## src/rtl/fifo_reader.sv

```systemverilog
// Burst reader: pops len_i bytes from an upstream FIFO with one-cycle read latency
// and streams them out through a two-entry skid buffer with valid/ready handshaking.
module fifo_reader #(
  parameter int DATA_W = 8,
  parameter int LEN_W  = 4
) (
  input  logic              clk,
  input  logic              rst,
  input  logic              start_i,
  input  logic [LEN_W-1:0]  len_i,
  output logic              busy_o,
  output logic              done_o,
  input  logic              fifo_empty_i,
  output logic              fifo_rd_en_o,
  input  logic [DATA_W-1:0] fifo_data_i,
  output logic              m_valid_o,
  input  logic              m_ready_i,
  output logic [DATA_W-1:0] m_data_o,
  output logic              m_last_o
);

  typedef enum logic [1:0] {IDLE, RUN, DONE} state_t;

  state_t            state_q, state_d;
  logic [LEN_W-1:0]  issue_cnt_q, issue_cnt_d;
  logic [LEN_W-1:0]  deliver_cnt_q, deliver_cnt_d;
  logic [1:0]        occ_q, occ_d;
  logic              inflight_q, inflight_d;
  logic [DATA_W-1:0] head_q, head_d;
  logic [DATA_W-1:0] tail_q, tail_d;
  logic              busy_q, busy_d;
  logic              done_q, done_d;
  logic              pop;
  logic [2:0]        level;
  logic [1:0]        wr_idx;

  assign m_valid_o = (occ_q != 2'd0);
  assign m_data_o  = head_q;
  assign m_last_o  = m_valid_o && (deliver_cnt_q == LEN_W'(1));
  assign pop       = m_valid_o && m_ready_i;
  assign busy_o    = busy_q;
  assign done_o    = done_q;

  // Bytes held or on their way after this edge; a new read may only be issued if a slot remains.
  assign level = {1'b0, occ_q} + {2'b0, inflight_q} - {2'b0, pop};
  assign fifo_rd_en_o = (state_q == RUN) && !fifo_empty_i &&
                        (issue_cnt_q != '0) && (level < 3'd2);

  always_comb begin
    state_d       = state_q;
    issue_cnt_d   = issue_cnt_q;
    deliver_cnt_d = deliver_cnt_q;
    case (state_q)
      IDLE: begin
        if (start_i) begin
          if (len_i != '0) begin
            state_d       = RUN;
            issue_cnt_d   = len_i;
            deliver_cnt_d = len_i;
          end else begin
            state_d = DONE;
          end
        end
      end
      RUN: begin
        if (fifo_rd_en_o) issue_cnt_d = issue_cnt_q - LEN_W'(1);
        if (pop) begin
          deliver_cnt_d = deliver_cnt_q - LEN_W'(1);
          if (m_last_o) state_d = DONE;
        end
      end
      DONE:    state_d = IDLE;
      default: state_d = IDLE;
    endcase
    busy_d = (state_d != IDLE);
    done_d = (state_d == DONE);
  end

  // A pop shifts tail into head first, so the arriving byte lands behind anything still queued.
  always_comb begin
    head_d     = head_q;
    tail_d     = tail_q;
    if (pop) head_d = tail_q;
    wr_idx     = occ_q - {1'b0, pop};
    if (inflight_q) begin
      if (wr_idx == 2'd0) head_d = fifo_data_i;
      else                tail_d = fifo_data_i;
    end
    occ_d      = occ_q + {1'b0, inflight_q} - {1'b0, pop};
    inflight_d = fifo_rd_en_o;
  end

  always_ff @(posedge clk or posedge rst) begin
    if (rst) begin
      state_q       <= IDLE;
      issue_cnt_q   <= '0;
      deliver_cnt_q <= '0;
      occ_q         <= 2'd0;
      inflight_q    <= 1'b0;
      head_q        <= '0;
      tail_q        <= '0;
      busy_q        <= 1'b0;
      done_q        <= 1'b0;
    end else begin
      state_q       <= state_d;
      issue_cnt_q   <= issue_cnt_d;
      deliver_cnt_q <= deliver_cnt_d;
      occ_q         <= occ_d;
      inflight_q    <= inflight_d;
      head_q        <= head_d;
      tail_q        <= tail_d;
      busy_q        <= busy_d;
      done_q        <= done_d;
    end
  end

endmodule

```

## config.mk

```make
export PLATFORM = sky130hd
export DESIGN_NAME = fifo_reader
export DESIGN_NICKNAME = d
export VERILOG_FILES = /design/src/rtl/fifo_reader.sv
export SDC_FILE = /design/constraint.sdc
export NUM_CORES = 1
export LEC_CHECK = 0
export CORE_ASPECT_RATIO = 0.6
export CORE_MARGIN = 2
export CORE_UTILIZATION = 46
export CTS_CLUSTER_SIZE = 30
export DETAILED_ROUTE_END_ITERATION = 16
export HOLD_SLACK_MARGIN = 0.06
export PLACE_DENSITY = 0.78
export REMOVE_ABC_BUFFERS = 1
export SYNTH_ARGS = -nofsm -noshare
export SYNTH_HDL_FRONTEND = slang
export SYNTH_SLANG_ARGS = --single-unit
```

## constraint.sdc

```tcl
create_clock -name clk -period 2.9 [get_ports clk]
set_clock_uncertainty 0.05 [all_clocks]
set_input_delay 0.58 -clock clk [delete_from_list [all_inputs] [get_ports clk]]
set_output_delay 0.58 -clock clk [all_outputs]
set_load 0.05 [all_outputs]
```

-- Word level (Yosys, flattened, before mapping)
Index checks and enable logic that the tools add are counted.
- bits in latches: 0
- RAM bits: 0
- bits in registers: 31
- bits in read-only memories: 0
- word-level logic and storage cells: 55
- memories: 0
- input bits: 17
- muxes and demuxes: 14
- reductions and logical operators: 16
- magnitude comparators: 1
- eq/ne operators: 7
- bitwise operators: 1
- divide/modulo/power cells: 0
- $add $sub $neg: 7
- shift operators: 0
- multiply operators: 0
- operator list (cell ; number):
    2-to-1 mux 8 bit ; 3
    2-to-1 mux 4 bit ; 4
    case mux 4 bit (2 select lines) ; 2
    2-to-1 mux 2 bit ; 4
    != test 2 bit (second input constant) ; 4
    AND reduction 4 bit ; 2
    nonzero test 4 bit ; 2
    subtractor 4 x 1 -> 4 bit (second input constant) ; 2
    nonzero test 2 bit ; 3
    logical AND 1 bit ; 5
    == test 4 x 1 -> 1 bit (second input constant) ; 1
    logical NOT 2 bit ; 2
    case mux 2 bit (2 select lines) ; 1
    subtractor 2 x 1 -> 2 bit ; 2
    adder 2 x 1 -> 3 bit ; 1
    < comparator 3 x 2 -> 1 bit (second input constant) ; 1
    subtractor 3 x 1 -> 3 bit ; 1
    adder 2 x 1 -> 2 bit ; 1
    == test 2 x 1 -> 1 bit (second input constant) ; 1
    == test 2 bit (second input constant) ; 1
    AND reduction 2 bit ; 1
    logical NOT 1 bit ; 1
    inverter 1 bit ; 1

-- Longest topological paths before layout
Gate-level depths: netlist of run 1.
- word-level depth: 7
- gate-level depth with buffers: 10
- mapped depth without buffers: 9

-- Worst setup path before layout of run 1
Ideal clock, no wire load.
- kind: input to output
- start point: in m_ready_i
- end point: out fifo_rd_en_o
- slack: -0.187 ns
- data arrival time: 2.457 ns
- buffers on the path: 1
- cell stages on the path: 9
- cells stage by stage: o21ai_0 -> buf_2 -> or2_2 -> nand2_1 -> ha_1 -> fa_1 -> nor2_1 -> nand4_2 -> inv_1
- cells in the longest elaborated chain, start to end: 4
- ends and longest elaborated chain (item ; line ; text):
    start, declared ; 17 ; input logic m_ready_i,
    logical AND 1 bit ; 40 ; assign pop = m_valid_o && m_ready_i;
    subtractor 3 x 1 -> 3 bit ; 45 ; assign level = {1'b0, occ_q} + {2'b0, inflight_q} - {2'b0, pop};
    net level[1] ; 34 ; logic [2:0] level;
    < comparator 3 x 2 -> 1 bit ; 47 ; (issue_cnt_q != '0) && (level < 3'd2);
    logical AND 1 bit ; 47 ;
    end, declared ; 14 ; output logic fifo_rd_en_o,
The timed path passes the listed nets, and every way through them passes these cells.

-- Worst setup path after layout of run 1
- start point: reg occ_q[0]
- end point: out fifo_rd_en_o
- cells in the longest elaborated chain, start to end: 5
- ends and longest elaborated chain (item ; line ; text):
    start, declared ; 27 ; logic [1:0] occ_q, occ_d;
    start signal, assigned ; 98 ; occ_q <= 2'd0;
    start signal, assigned ; 108 ; occ_q <= occ_d;
    branches (longest 2 deep; another with adder 2 x 1 -> 3 bit) ; -- ;
    subtractor 3 x 1 -> 3 bit (*) ; 45 ;
    net level[1] ; 34 ;
    < comparator 3 x 2 -> 1 bit (*) ; 47 ;
    logical AND 1 bit (*) ; 47 ;
Mark *: on every way through the listed nets, which the timed path passes.

==> results of run 1 <==
what timing repair did:
| item | in CTS | in global routing |
|---|---|---|
| resized for setup | 14 | 3 |
| pin swaps | 4 | 6 |
| setup endpoints to repair | 3 | 2 |
| setup buffers | 3 | 2 |
through the flow:
step / instance area (um^2) / worst slack [ns]
final: 2131 / 0.06348
after global routing: 2131 / 0.0008527
after CTS: 2108 / 0.01177
after detailed placement: 1954 / -0.3702
after global placement: 1954 / -0.3455
after floorplan: 1530 / -0.8440
registers in the layout, summed over array words and instances, names as in the netlist:
| name | cells |
|---|---|
| done_o | 1 |
| m_data_o | 8 |
| issue_cnt_q | 4 |
| deliver_cnt_q | 4 |
| state_q | 2 |
| inflight_q | 1 |
| busy_o | 1 |
| occ_q | 2 |
| tail_q | 8 |
cell usage after synthesis (2+ instances only):
| cell | count | area share (%) |
|---|---|---|
| dfrtp_1 | 31 | 50 |
| o21ai_0 | 14 | 4.5 |
| nand2_1 | 13 | 3.2 |
| a21oi_1 | 11 | 3.6 |
| mux2_2 | 10 | 7.3 |
| mux2i_1 | 8 | 5.2 |
| nor2_1 | 8 | 1.9 |
| inv_1 | 7 | 1.7 |
| ha_1 | 4 | 3.2 |
| buf_2 | 3 | 0.97 |
| nand2b_1 | 3 | 1.2 |
| nand3_1 | 3 | 0.97 |
| or2_2 | 3 | 1.2 |
| a31o_2 | 2 | 1.1 |
| and2_1 | 2 | 0.81 |
| nor2b_1 | 2 | 0.81 |
| nor3_1 | 2 | 0.65 |
| nor3b_1 | 2 | 0.97 |
| o2bb2a_1 | 2 | 1.3 |
worst reg2reg max path: cells and delay by family (launching register included):
kind                     cells  cell delay (ns)
flip-flops                   1             0.43
buffers and inverters        4             0.54
AO/OA/AOI/OAI                2             0.52
adder cells (fa/ha/maj)      2             0.57
AND/OR/NAND/NOR              5             0.51
metal layers:
metal  global-route usage, %  vias to the layer above  wire length, um
met2                   30.20                       41             1691
li1                        -                      600                -
met3                   5.370                        6              202
met1                   25.30                      611             1522
met4                   9.483                        0               57
met5                       0                        -                0
final timing paths:
check | end | slack (ns) | depth (start not counted) | from
max | fifo_rd_en_o | 0.06 | 10 | occ_q[0]
min | tail_q[0] | 0.46 | 1 | tail_q[0]
max reg2reg | issue_cnt_q[0] | 0.17 | 13 | occ_q[0]
min reg2reg | tail_q[0] | 0.46 | 1 | tail_q[0]
max in group asynchronous | occ_q[0] | 1.86 | 3 | rst
min in group asynchronous | done_o | 0.64 | 3 | rst
layout make-up:
class                           instances  area [um^2]  share of cell area [%]
Timing Repair Buffer                   43        406.6                   19.08
Tap cell                               45        56.30                   2.642
Multi-Input combinational cell        103        764.5                   35.88
Clock buffer                            8        100.1                   4.698
Sequential cell                        31        777.0                   36.47
Inverter                                7        26.28                   1.233
kinds of logic (layout without fill, tap and decap cells):
| kind of cell | Yosys count | in the layout | share of synthesized area [%] |
|---|---|---|---|
| multiplexers | 18 | 18 | 12.47 |
| adder cells (fa/ha/maj) | 5 | 5 | 4.535 |
| AO/OA/AOI/OAI | 34 | 34 | 13.85 |
| XOR/XNOR | 1 | 1 | 0.5669 |
| flip-flops | 31 | 31 | 50.20 |
| buffers and inverters | 10 | 58 | 2.672 |
| AND/OR/NAND/NOR | 45 | 45 | 15.71 |
power by group:
group | leakage, uW | internal (uW) | switching [uW]
Sequential | 0.000368 | 639 | 148
Clock | 0.0000515 | 216 | 154
Combinational | 0.000537 | 606 | 713
Total | 0.000957 | 1460 | 1020
==> metrics, run 1 <==
status=finished, final reports clean; CTS root buf=clkbuf_8; CORE AREA=~3200 um^2; fraction of layout cells with a size suffix above 1=a little over a quarter; first-pass GRT wire length=between 5000 and 6000 um; initial core utilization=between 40% and 50%; family with the most delay on the worst path=adder cells; vias in the first global route=around 1,200; area grow syn2layout=37.89%; Horiz. Die Dim=~79 um; Clk Latency, worst-skew pair=between 0.2 and 0.3 ns; Worst VDD drop=0.5733 mV; WL final=~3500 um; post-detail-place hpwl=2538 um; total power=about 2500 uW; Mapped Area=around 1500 um^2; Synth async-reset ratio=100.0%; Critical Path Fanout Max=3; PortBufs=29; post-route ant nets=0; CP peak stage delay=0.44 ns; ys flop type=dfrtp_1; Cells after DPL=~220; # hold bufs at CTS=0; grt total ovfl=0; Crit Path Category=reg2out; number of flops mapped to enable cells by yosys=0; CTS tree=done; CP endpoint kind=output pin; Vias=approximately 1,300; Final period util=97.81%; Min Hold Slack=0.4577 ns; Setup crit start kind=flop; post-route DRC violation count=0; commonest non-fill, non-tap cell in the layout=dfrtp_1; Tmin final=around 2.8 ns; drt wl/cell=~15 um; Post-Synthesis Cells=between 100 and 150; initial antenna violation count=0; Worst Tran Pin Value=~0.55 ns; RSZ-0062 raised after global routing=false; CP Data Arrival Time=about 2.2 ns; Max Slew Vio Count=0; clock slew at reported path FFs=approximately 0.060 ns; Final Net Count=roughly 210; sequential area share after synthesis=50.20%; DR iter-0 viols=86; First-pass DRT Iterations=6; CTS buffer count=5; final core occ=about 66%; Final setup viols=0; synth unique cells=33; Cell Chain, Critical Path=o21ai_4 > buf_6 > nand2_2 > nand2_2 > ha_4 > fa_2 > nor2_2 > nand4_2 > inv_2 > buf_12; CTS Sinks=31; most frequent cells in the layout=30 x dfrtp_1, 26 x clkdlybuf4s50_1, 13 x o21ai_0, 13 x buf_4; GPL Wtd Cong=~0.84; yosys warns=0; CP required=about 2.3 ns; PD cells=approximately 1200 nW/um^2; Worst slew margin=about 64%; CP bufs+invs=3; Final Hold Viols=0; Max clock buf depth=2; die area=3854 um^2; Fill cells=246; FP Rows=16; Yosys reg bits=31; antenna cells=0; DR vias/cell=roughly 5.3; worst hold-check path type=reg2reg; Ports=30; Setup TNS=0 ns; GRT Overall Usage=approximately a fifth; average size of a mapped cell=around 11 um^2; Leak=~0.00096 uW; max-cap viol count=0; final non-filler cell total=~240; Crit-path slowest cell=fa_2; largest net degree at the start of global routing=32; Fmax achieved=about 0.35 GHz; H-tree depth=2; cell mode on critical path=nand2_2; Die Height=48.90 um
Power figures use the tool's default switching activity.
==> inputs of run 2 (changes only) <==
--- a/config.mk
+++ b/config.mk
@@ -6,7 +6,6 @@
 export NUM_CORES = 1
 export LEC_CHECK = 0
 export CORE_ASPECT_RATIO = 0.6
-export CORE_MARGIN = 2
 export CORE_UTILIZATION = 46
 export CTS_CLUSTER_SIZE = 30
 export DETAILED_ROUTE_END_ITERATION = 16
==> run 2 against run 1 <==
Final cell count down 2.1%; maximum frequency down 0.17%; register-to-register slack about the same; highest routed layer unchanged; critical path depth unchanged; total power down 2.4%; first-iteration DRC count down 4.7%; clock power down 11%; worst hold slack about the same; non-clock buffer count down 2; critical endpoint unchanged; global-route usage up 2.6 points; utilization up 3.8 points; design area down 1.5%.
==> metrics, run 2 (synthesized netlist as in run 1, its figures left out) <==
post-route ant nets=0; CP required=2.27 ns; CP peak stage delay=approximately 0.44 ns; min-delay src=tail_q[7]; Tmin final=2.841 ns; post-route DRC violation count=0; initial core utilization=approximately half; clock slew at reported path FFs=about 0.060 ns; initial antenna violation count=0; cell mode on critical path=nand2_2; Crit-path slowest cell=dfrtp_2; Fmax achieved=~0.35 GHz; grt total ovfl=0; Cell Chain, Critical Path=o21ai_2 > buf_4 > nand2_2 > nand2_2 > ha_4 > fa_2 > nor2_2 > nand4_2 > inv_2 > buf_12; area grow syn2layout=35.87%; post-detail-place hpwl=about 2500 um; FP Rows=15; PD cells=~1200 nW/um^2; Fill cells=about 240; Cells after DPL=219; die area=about 3600 um^2; fraction of layout cells with a size suffix above 1=a little over a quarter; DR vias/cell=5.526; Leak=0.0009428 uW; GPL Wtd Cong=0.8251; area of the multi-input gates=around 760 um^2; proportion of power drawn by combinational gates=about 54%; internal power=1396 uW; first-pass GRT wire length=about 5700 um; Clk Latency, worst-skew pair=0.29 ns; Max Slew Vio Count=0; Post-DP Area=between 1500 and 2000 um^2; vias in the first global route=1,237; DR iter-0 viols=slightly above 80; Horiz. Die Dim=between 70 and 80 um; Min Hold Slack=0.4577 ns; antenna cells=0; Worst slew margin=between 60% and 70%; Die Height=46.90 um; Max clock buf depth=2; Final Instance Area=between 2000 and 2500 um^2; hold path depth=1; CORE AREA=slightly above 3000 um^2; PortBufs=29; CTS buffer count=5; RSZ-0062 raised after global routing=true; commonest non-fill, non-tap cell in the layout=dfrtp_1; switching pwr=between 1000 and 1500 uW; CTS root buf=clkbuf_8; CP Data Arrival Time=2.21 ns; R2R depth=13; Vias=between 1,000 and 1,500; Ports=30; sequential cell area=about 780 um^2; CTS Sinks=31; GRT Overall Usage=22.06%; most frequent cells in the layout=29 x dfrtp_1, 26 x clkdlybuf4s50_1, 13 x o21ai_0, 12 x buf_4; worst min-delay path endpoint=tail_q[7]; max-cap viol count=0; largest net degree at the start of global routing=32; H-tree depth=2; # hold bufs at CTS=0; WL final=between 3000 and 4000 um; worst hold-check path type=reg2reg; final non-filler cell total=approximately 230; Worst Tran Pin Value=~0.54 ns; First-pass DRT Iterations=4; Sw Ratio=a little over two fifths; Final period util=roughly 100%; Reg2Reg Setup Slack=between 0.15 and 0.2 ns; Final setup viols=0; Critical Path Fanout Max=4; Crit Path Category=reg2out; status=finished, final reports clean; CTS tree=done; drt wl/cell=approximately 15 um; CP endpoint kind=output pin; R2R Path End=issue_cnt_q[0]; power share of the clock group=13.6%; worst reg2reg startpoint=occ_q[0]; sequential cell fraction of total power=around 33%; Setup crit start kind=flop; Final Hold Viols=0; Final Net Count=around 210; Worst VDD drop=around 0.67 mV
## run 2: final cells by class
class / count / share of cell area [%]
Sequential cell: 31 / 37.07
Clock buffer: 5 / 3.278
Timing Repair Buffer: 41 / 18.77
Tap cell: 42 / 2.503
Multi-Input combinational cell: 103 / 36.41
Clock inverter: 3 / 0.7151
Inverter: 7 / 1.251
## run 2: worst max path at each step
stage                          from      endpoint  depth (start not counted)
after global placement    m_ready_i  fifo_rd_en_o                         10
after floorplan            occ_q[1]  fifo_rd_en_o                          8
final                      occ_q[0]  fifo_rd_en_o                         10
after detailed placement  m_ready_i  fifo_rd_en_o                         10
after CTS                 m_ready_i  fifo_rd_en_o                         10
after global routing       occ_q[0]  fifo_rd_en_o                         10
## run 2: timing repair
action	CTS	global route
buffers inserted	3	2
resized for setup	8	8
endpoints found under the hold margin	0	0
endpoints found under the setup margin	2	4
pin swaps	4	6
## run 2: worst max-delay path, delay by kind of cell, from the launching register on
kind / cells / cell delay (ns)
adder cells (fa/ha/maj): 2 / 0.57
buffers and inverters: 3 / 0.38
AND/OR/NAND/NOR: 4 / 0.35
flip-flops: 1 / 0.44
AO/OA/AOI/OAI: 1 / 0.18
## run 2: power groups by stage
| stage | combinational [uW] | clock [uW] | sequential, uW |
|---|---|---|---|
| after floorplan | 613 | 0 | 965 |
| after global placement | 1150 | 0 | 776 |
| after detailed placement | 1190 | 0 | 796 |
| after CTS | 1250 | 337 | 784 |
| after global routing | 1400 | 349 | 816 |
| final | 1300 | 330 | 791 |
## run 2: per-layer routing
| layer | global-route usage [%] | vias up | share of wire (%) |
|---|---|---|---|
| li1 | - | 601 | - |
| met2 | 37.50 | 37 | 48 |
| met5 | 0 | - | 0 |
| met4 | 13.85 | 0 | 2.0 |
| met3 | 5.631 | 8 | 4.9 |
| met1 | 26.63 | 636 | 45 |
## run 2: stage by stage
step	setup TNS (ns)	worst slack, ns	total power (uW)	util, %
floorplan	-2.982	-0.8440	1578	-
global placement	-1.062	-0.3549	1922	64.06
detailed placement	-1.242	-0.3882	1991	64.06
CTS	0	0.001948	2370	67.95
global route	-0.04209	-0.04209	2566	69.48
finish	0	0.05864	2418	69.48
